$ cat src/rtl/bin_to_bcd_seq.sv
`default_nettype none
// ============================================================================
// Module   : bin_to_bcd_seq
// Purpose  : Sequential binary-to-BCD converter (shift-add-3 / double-dabble).
//            Converts one BIN_W-bit unsigned value per accepted start, one bit
//            per clock, and publishes five BCD digits atomically together
//            with a one-cycle done pulse. Digits hold between conversions.
// Macro    : BIN_TO_BCD_BLANK_EN - when defined, leading-zero digits (digit5
//            down to digit2) are published as blank code 4'hF.
// Ports    : clk     - system clock, rising edge
//            rst_n   - asynchronous active-low reset
//            start   - conversion request, honoured only in IDLE
//            bin     - binary value, captured on the accepted start edge
//            busy    - high from accepted start through the DONE cycle
//            done    - one-cycle pulse, coincident with the digit update
//            digit1..digit5 - ones .. ten-thousands digits
// Revision : 1.0 - initial release
// ============================================================================
module bin_to_bcd_seq #(
  parameter int BIN_W = 16
) (
  input  logic             clk,
  input  logic             rst_n,
  input  logic             start,
  input  logic [BIN_W-1:0] bin,
  output logic             busy,
  output logic             done,
  output logic [3:0]       digit1,
  output logic [3:0]       digit2,
  output logic [3:0]       digit3,
  output logic [3:0]       digit4,
  output logic [3:0]       digit5
);

  localparam int CNT_W = (BIN_W < 2) ? 1 : $clog2(BIN_W);
  localparam logic [CNT_W-1:0] C_LAST = CNT_W'(BIN_W - 1);

  typedef enum logic [1:0] {
    S_IDLE  = 2'd0,
    S_SHIFT = 2'd1,
    S_DONE  = 2'd2
  } state_t;

  state_t             state_q, state_d;
  logic [BIN_W-1:0]   shreg_q, shreg_d;
  logic [19:0]        scratch_q, scratch_d;
  logic [CNT_W-1:0]   cnt_q, cnt_d;
  logic [19:0]        digits_q, digits_d;
  logic               done_q, done_d;

  logic [19:0]        adj;      // scratch after the parallel +3 correction
  logic [19:0]        shifted;  // scratch after this cycle's shift
  logic [19:0]        fmt;      // value to publish on the final shift edge

  // Add-3 correction on every nibble in parallel, before the shift.
  always_comb begin
    adj = scratch_q;
    for (int i = 0; i < 5; i++) begin
      if (scratch_q[4*i +: 4] >= 4'd5) begin
        adj[4*i +: 4] = scratch_q[4*i +: 4] + 4'd3;
      end
    end
    shifted = {adj[18:0], shreg_q[BIN_W-1]};
  end

`ifdef BIN_TO_BCD_BLANK_EN
  // Blank leading zeros from digit5 downward; digit1 always shows a value.
  logic lead;
  always_comb begin
    fmt  = shifted;
    lead = 1'b1;
    for (int i = 4; i >= 1; i--) begin
      if (lead && (shifted[4*i +: 4] == 4'd0)) begin
        fmt[4*i +: 4] = 4'hF;
      end else begin
        lead = 1'b0;
      end
    end
  end
`else
  always_comb begin
    fmt = shifted;
  end
`endif

  always_comb begin
    state_d   = state_q;
    shreg_d   = shreg_q;
    scratch_d = scratch_q;
    cnt_d     = cnt_q;
    digits_d  = digits_q;
    done_d    = 1'b0;
    case (state_q)
      S_IDLE: begin
        if (start) begin
          shreg_d   = bin;
          scratch_d = 20'd0;
          cnt_d     = '0;
          state_d   = S_SHIFT;
        end
      end
      S_SHIFT: begin
        scratch_d = shifted;
        shreg_d   = shreg_q << 1;
        cnt_d     = cnt_q + 1'b1;
        if (cnt_q == C_LAST) begin
          // The final shift edge is also the publish edge, so the digits
          // and done are loaded from the freshly shifted value here.
          state_d  = S_DONE;
          digits_d = fmt;
          done_d   = 1'b1;
        end
      end
      S_DONE: begin
        state_d = S_IDLE;
      end
      default: begin
        state_d = S_IDLE;
      end
    endcase
  end

  always_ff @(posedge clk or negedge rst_n) begin
    if (!rst_n) begin
      state_q   <= S_IDLE;
      shreg_q   <= '0;
      scratch_q <= 20'd0;
      cnt_q     <= '0;
      digits_q  <= 20'd0;
      done_q    <= 1'b0;
    end else begin
      state_q   <= state_d;
      shreg_q   <= shreg_d;
      scratch_q <= scratch_d;
      cnt_q     <= cnt_d;
      digits_q  <= digits_d;
      done_q    <= done_d;
    end
  end

  assign busy   = (state_q != S_IDLE);
  assign done   = done_q;
  assign digit1 = digits_q[3:0];
  assign digit2 = digits_q[7:4];
  assign digit3 = digits_q[11:8];
  assign digit4 = digits_q[15:12];
  assign digit5 = digits_q[19:16];

endmodule
`default_nettype wire

$ cat config.mk
export PLATFORM = sky130hd
export DESIGN_NAME = bin_to_bcd_seq
export DESIGN_NICKNAME = d
export VERILOG_FILES = /design/src/rtl/bin_to_bcd_seq.sv
export SDC_FILE = /design/constraint.sdc
export NUM_CORES = 1
export LEC_CHECK = 0
export BUFFER_PORTS_ARGS = -buffer_cell sky130_fd_sc_hd__buf_4
export CORE_MARGIN = 10
export CORE_UTILIZATION = 45
export DETAILED_ROUTE_END_ITERATION = 10
export PLACE_DENSITY = 0.69
export SYNTH_ARGS = -nofsm -noshare
export SYNTH_HDL_FRONTEND = slang
export SYNTH_SLANG_ARGS = --single-unit
$ cat constraint.sdc
create_clock -name clk -period 2 [get_ports clk]
set_input_delay 0.2 -clock clk [delete_from_list [all_inputs] [get_ports clk]]
set_output_delay 0.2 -clock clk [all_outputs]
set_load 0.1 [all_outputs]
==> impl_metrics.yaml, run 1 <==
run_status:
  status: "completed"
floorplanning:
  ioPinCount: 41
  num_rows: 29
  die_w_um: 102
  start_util_pct: 47.1
  die-area_um2: 10500
  die_y_um: 102
  core_region_area_um2: 6460
synth:
  synth_cell_types: 29
  muxShareOfSynthArea_pct: 4.19
  synthSimpleGateAreaFrac_pct: 13.7
  synth_top_family_by_area: "compound AO/OA/AOI/OAI gates"
  synthAdderAreaFrac_pct: 4.52
  synth_top_area_share_pct: 51.8
  ys.flop_type: "dfrtp_1"
  netlist_area_um2: 3040
  synthCells: 305
  synth_xor_area_share_pct: 1.44
  async_flop_share_pct: 100
  syn_nets: 335
  syn_area_per_cell_um2: 9.98
  synth_compound_area_share_pct: 20.2
  synth_top_cell_by_area: "dfrtp_1"
  synth-edff-count: 0
  yosys_warnings: 0
  ys_ff_latch: 63
  synth-seq-area-share_pct: 51.8
  synth_area_leaders: "dfrtp_1 52%, o21ai_0 8.2%, a21oi_1 4.9%, ha_1 4.5%, nand2_1 3.8%"
grt:
  grt_pass1_vias: 2453
  antenna_found_initial: 0
  use_met1_pct: 17.3
  grt_use_met3_pct: 3.71
  grt_usage_pct: 13.8
  grt_pass1_wl_um: 11700
  grt_start_max_net_pins: 64
  grt_overflow: 0
  grtUsageMet2_pct: 21.9
  grt.busiest_layer: "met2"
setup_path:
  cp_slowest_cell: "dfrtp_1"
  path_depth: 6
  crit_required_ns: 2.26
  crit_path_end_kind: "flip-flop"
  reg2regPathDepth: 6
  crit_path_start_kind: "flip-flop"
  crit_fanout: 5
  critical_path_arrival_ns: 1.96
  cp.buffers_inverters: 1
  path_delay_family: "flip-flops"
  critPathKind: "flip-flop to flip-flop"
  path_cells: "inv_1 > ha_1 > nand2b_1 > a21oi_1 > mux2_2 > o21ai_0"
  slowest_delay_ns: 0.44
clock_tree:
  tritoncts: "built"
  clk_latency_ns: 0.34
  htreeDepth: 3
  numCtsBuffers: 9
  cts_sinks: 63
  clk_pin_slew_ns: 0.07
  ctsResizeCount: 0
  cts_setup_buffers: 0
  cts_max_path_buffers: 2
  clockRootBuffer: "clkbuf_8"
route:
  drtIter0Drc: 122
  num_vias: 2395
  routedWlPerCell_um: 15.5
  vias_per_cell: 5.57
  drc: 0
  drt-pass1-iter-count: 4
  ant_nets: 0
  routed_wl_um: 6680
place:
  gp_congestion: 0.845
  dp_hpwl_um: 4390
  post_dp_cell_area_um2: 3420
  portBuffers: 40
sta:
  period_share_pct: 84.9
  finalHoldViolCount: 0
  rsz0062_at_grt: "no"
  tns_ns: 0
  max_freq_mhz: 589
  slew-limit-headroom_pct: 30.2
  tightest_slew_ns: 1.05
  setup_violations: 0
  slew_viol_final: 0
  fin_crit_ns: 1.70
  finClkSkew_ns: 0.00855
layout:
  area_growth_pct: 22.4
  fillers: 571
  antenna_cells: 0
  layout-drive-gt1-share_pct: 22.4
  design_area_um2: 3720
  nets: 378
hold_path:
  hold-path-cell-count: 3
  hp-class: "input port to flip-flop"
job:
  maxCapViolations: 0
tightest hold or removal path: stages:
cell and delay [ns]:
buf_4 0.08, a21oi_1 0.05, o21ai_1 0.10
path summary, 6_finish.rpt:
check / startpoint / to / slack (ns)
min in group asynchronous: rst_n / digits_q[11]$_DFFE_PN0P_ / 0.47
setup / recovery: scratch_q[12]$_DFFE_PN0P_ / digits_q[14]$_DFFE_PN0P_ / 0.30
hold reg to reg: digits_q[4]$_DFFE_PN0P_ / digits_q[4]$_DFFE_PN0P_ / 0.48
max in group asynchronous: rst_n / shreg_q[8]$_DFFE_PN0P_ / 0.98
setup reg to reg: scratch_q[12]$_DFFE_PN0P_ / digits_q[14]$_DFFE_PN0P_ / 0.30
hold / removal: bin[6] / shreg_q[6]$_DFFE_PN0P_ / 0.13
cells by family after synthesis:
logic type / Yosys count
AO/OA/AOI/OAI: 107
AND/OR/NAND/NOR: 79
flip-flops: 63
buffers and inverters: 29
multiplexers: 11
adder cells (fa/ha/maj): 11
XOR/XNOR: 5
synthesized netlist by cell type (5+ instances only):
cell type,instances
clkbuf_1,7
a21oi_1,30
nand3_1,6
inv_1,11
nor3b_1,9
buf_2,8
nand2b_1,6
nor2b_1,17
a22oi_1,15
mux2_2,10
a22o_1,8
xnor2_1,5
nor3_1,6
dfrtp_1,63
ha_1,11
nand2_1,31
o21ai_0,50
area by class of cell:
cell class	count	area, um2	area share, %
sequential	63	1580	42.3
multi-input combinational	213	1340	36.1
timing repair buffer	49	370	9.95
clock inverter	6	155	4.17
clock buffer	10	138	3.70
tap	77	96.3	2.59
inverter	12	45.0	1.21
state kept, by name, summed over array words and instances, names as in the netlist:
name / cells
scratch_q: 20
cnt_q: 4
shreg_q: 16
state_q: 2
done: 1
digits_q: 20
timing repair:
action	4_1_cts	5_1_grt
hold buffers	1	0
endpoints found under the setup margin	0	0
endpoints found under the hold margin	63	0
routing by layer:
layer / up-vias / wire length, um
li1: 1162 / -
met1: 1186 / 3110
met2: 41 / 3200
met3: 6 / 292
met4: 0 / 82
met5: - / 0
stage by stage:
step | cells | hold slack [ns] | util [%] | setup slack [ns]
4_1_cts | 430 | 0.119 | 57.7 | 0.289
3_3_place_gp | 413 | 0.341 | 53.0 | 0.386
2_1_floorplan | 305 | -0.0956 | - | 0.489
3_5_place_dp | 413 | 0.336 | 53.0 | 0.302
6_report | 430 | 0.134 | 57.7 | 0.301
5_1_grt | 430 | 0.147 | 57.7 | 0.123
placed cells by master, fill, tap and decap left out, types with 5 or more instances in the layout:
cell       netlist  layout
a21oi_1         30      30
dfrtp_1         63      63
buf_4            1      48
nor3_1           6       6
a22o_1           8       8
bufinv_16        0       5
nand2_1         31      31
nand2b_1         6       6
a22oi_1         15      15
clkbuf_8         0      10
o21ai_0         50      50
xnor2_1          5       5
ha_1            11      11
nor3b_1          9       9
nand3_1          6       6
mux2_2          10      10
inv_1           11      11
nor2b_1         17      17
Power of run 1 is not shown: default switching activity piles up to over one toggle a cycle in this logic, so the estimate is an artifact.
==> run 2: changes to the inputs <==
Settings changed: PLACE_DENSITY 0.69 to 0.71.
Clock period 2 ns to 1.4 ns, I/O delays scaled along.
==> run 2 against run 1 <==
Compared with the run above: the run now ends with negative setup slack left; core utilization is 9.2 points higher; fmax up 16%; sequential share of layout area down 5.8 points; largest cell class is now multi-input gates; critical path depth stayed put; sequential cell count unchanged; die area unchanged; design area increased by 16%; worst hold slack worse by 0.061 ns.
==> impl_metrics.yaml, run 2 (synthesis results as in run 1) <==
setup_path:
  crit_required_ns: 1.66
  critPathKind: "flip-flop to flip-flop"
  cp_slowest_cell: "dfrtp_1"
  reg2regPathDepth: 6
  worstReg2RegEnd: "scratch_q[10]$_DFFE_PN0P_"
  critical_path_arrival_ns: 1.72
  timing.critical_path.from: "scratch_q[9]$_DFFE_PN0P_"
  crit_path_start_kind: "flip-flop"
  regToRegSetupSlack_ns: -0.06
  path_cells: "inv_2 > ha_4 > nand2b_4 > a21oi_4 > mux2_4 > o21ai_2"
  slowest_delay_ns: 0.37
  crit_path_end_kind: "flip-flop"
  r2r-start: "scratch_q[9]$_DFFE_PN0P_"
  crit_fanout: 3
run_status:
  status: "complete, but fails checks"
  violations: "negative setup slack"
sta:
  tightest_slew_ns: 0.341
  slew-limit-headroom_pct: 77.2
  slew_viol_final: 0
  period_share_pct: 104
  fin_crit_ns: 1.46
  rsz0062_at_grt: "yes"
  finalHoldViolCount: 0
  setup_ws_ns: -0.0588
  max_freq_mhz: 685
  finClkSkew_ns: 0.00915
  setup_violations: 7
place:
  dp_hpwl_um: 4680
  portBuffers: 40
  dpl.cell_count: 430
  gp_congestion: 0.796
  post_dp_cell_area_um2: 3630
clock_tree:
  clockRootBuffer: "clkbuf_8"
  clk_pin_slew_ns: 0.07
  clk_latency_ns: 0.33
  htreeDepth: 3
  tritoncts: "built"
  cts_sinks: 63
  cts_max_path_buffers: 2
  numCtsBuffers: 9
grt:
  grt_start_max_net_pins: 43
  grt_usage_pct: 15.1
  grt_overflow: 0
  grt_pass1_wl_um: 12600
  antenna_found_initial: 0
  grt_pass1_vias: 2579
floorplanning:
  num_rows: 29
  ioPinCount: 41
  core_region_area_um2: 6460
  die_w_um: 102
  die-area_um2: 10500
  die_y_um: 102
  start_util_pct: 47.1
layout:
  antenna_cells: 0
  mostFrequentLayoutCells: "70 x buf_4, 62 x dfrtp_1, 33 x o21ai_0"
  layout-drive-gt1-share_pct: 41.8
  top_regs: "digits_q: 20 flops, scratch_q: 20 flops, shreg_q: 16 flops"
  area_growth_pct: 41.9
  final_common_cell: "buf_4"
  multi_input_area_um2: 1680
  ff_latch_area_um2: 1580
  nets: 410
  stdcell_count: 462
  design_area_um2: 4320
  fillers: 477
route:
  vias_per_cell: 5.51
  ant_nets: 0
  routedWlPerCell_um: 17.0
  drt-pass1-iter-count: 4
  drtIter0Drc: 135
  routed_wl_um: 7860
  drc: 0
  num_vias: 2546
hold_path:
  hp-start: "bin[6]"
  hp-class: "input port to flip-flop"
  hold-path-endpoint: "shreg_q[6]$_DFFE_PN0P_"
  hold-path-cell-count: 3
job:
  maxCapViolations: 0
-- run 2: changes by cell type in the layout (fill, tap and decap cells not counted), sizes merged --
cell	before	now
buf	48	79
clkbuf	10	15
bufinv	5	1
-- run 2: repair_timing --
item	4_1_cts	5_1_grt
setup endpoints to repair	16	36
endpoints found under the hold margin	21	0
hold buffers	1	0
pin swaps	11	13
gates resized for setup	46	38
buffers inserted	10	4
cloned	0	1
-- run 2: how the worst max path moves through the flow --
stage,endpoint,depth (start not counted),slack (ns)
after floorplan,digits_q[14]$_DFFE_PN0P_,5,-0.02
after global placement,scratch_q[2]$_DFFE_PN0P_,5,-0.07
after detailed placement,digits_q[6]$_DFFE_PN0P_,6,-0.14
after CTS,scratch_q[14]$_DFFE_PN0P_,5,-0.03
after global routing,scratch_q[10]$_DFFE_PN0P_,6,-0.1
final,scratch_q[10]$_DFFE_PN0P_,6,-0.06
-- run 2: layout make-up --
| cell class | count | area share, % |
|---|---|---|
| Multi-Input combinational cell | 213 | 38.9 |
| Clock buffer | 14 | 4.46 |
| Clock inverter | 2 | 0.811 |
| Tap cell | 77 | 2.23 |
| Timing Repair Buffer | 81 | 15.9 |
| Inverter | 12 | 1.10 |
| Sequential cell | 63 | 36.5 |
-- run 2: routing by layer --
layer / wire length (um) / track usage (%)
met1: 3420 / 18.9
met2: 4100 / 24.6
met3: 238 / 2.36
met4: 105 / 7.81
met5: 0 / 0
-- run 2: worst max-delay path, delay by kind of cell, from the launching register on --
kind | cells | cell delay [ns]
mux | 1 | 0.33
flops | 1 | 0.37
simple gates | 1 | 0.14
compound gates | 2 | 0.31
buf+inv | 1 | 0.08
fa+ha+maj | 1 | 0.16
-- run 2: stage by stage --
step,TNS [ns],setup slack (ns),hold slack [ns],util (%)
global placement,-0.316,-0.0679,0.0527,56.1
detailed placement,-1.05,-0.135,0.0542,56.1
CTS,-0.133,-0.0274,0.0706,63.8
global route,-1.05,-0.0984,0.0952,66.9
floorplan,-0.196,-0.0241,-0.156,-
finish,-0.153,-0.0588,0.0736,66.9
Power of run 2 is left out for the same reason.
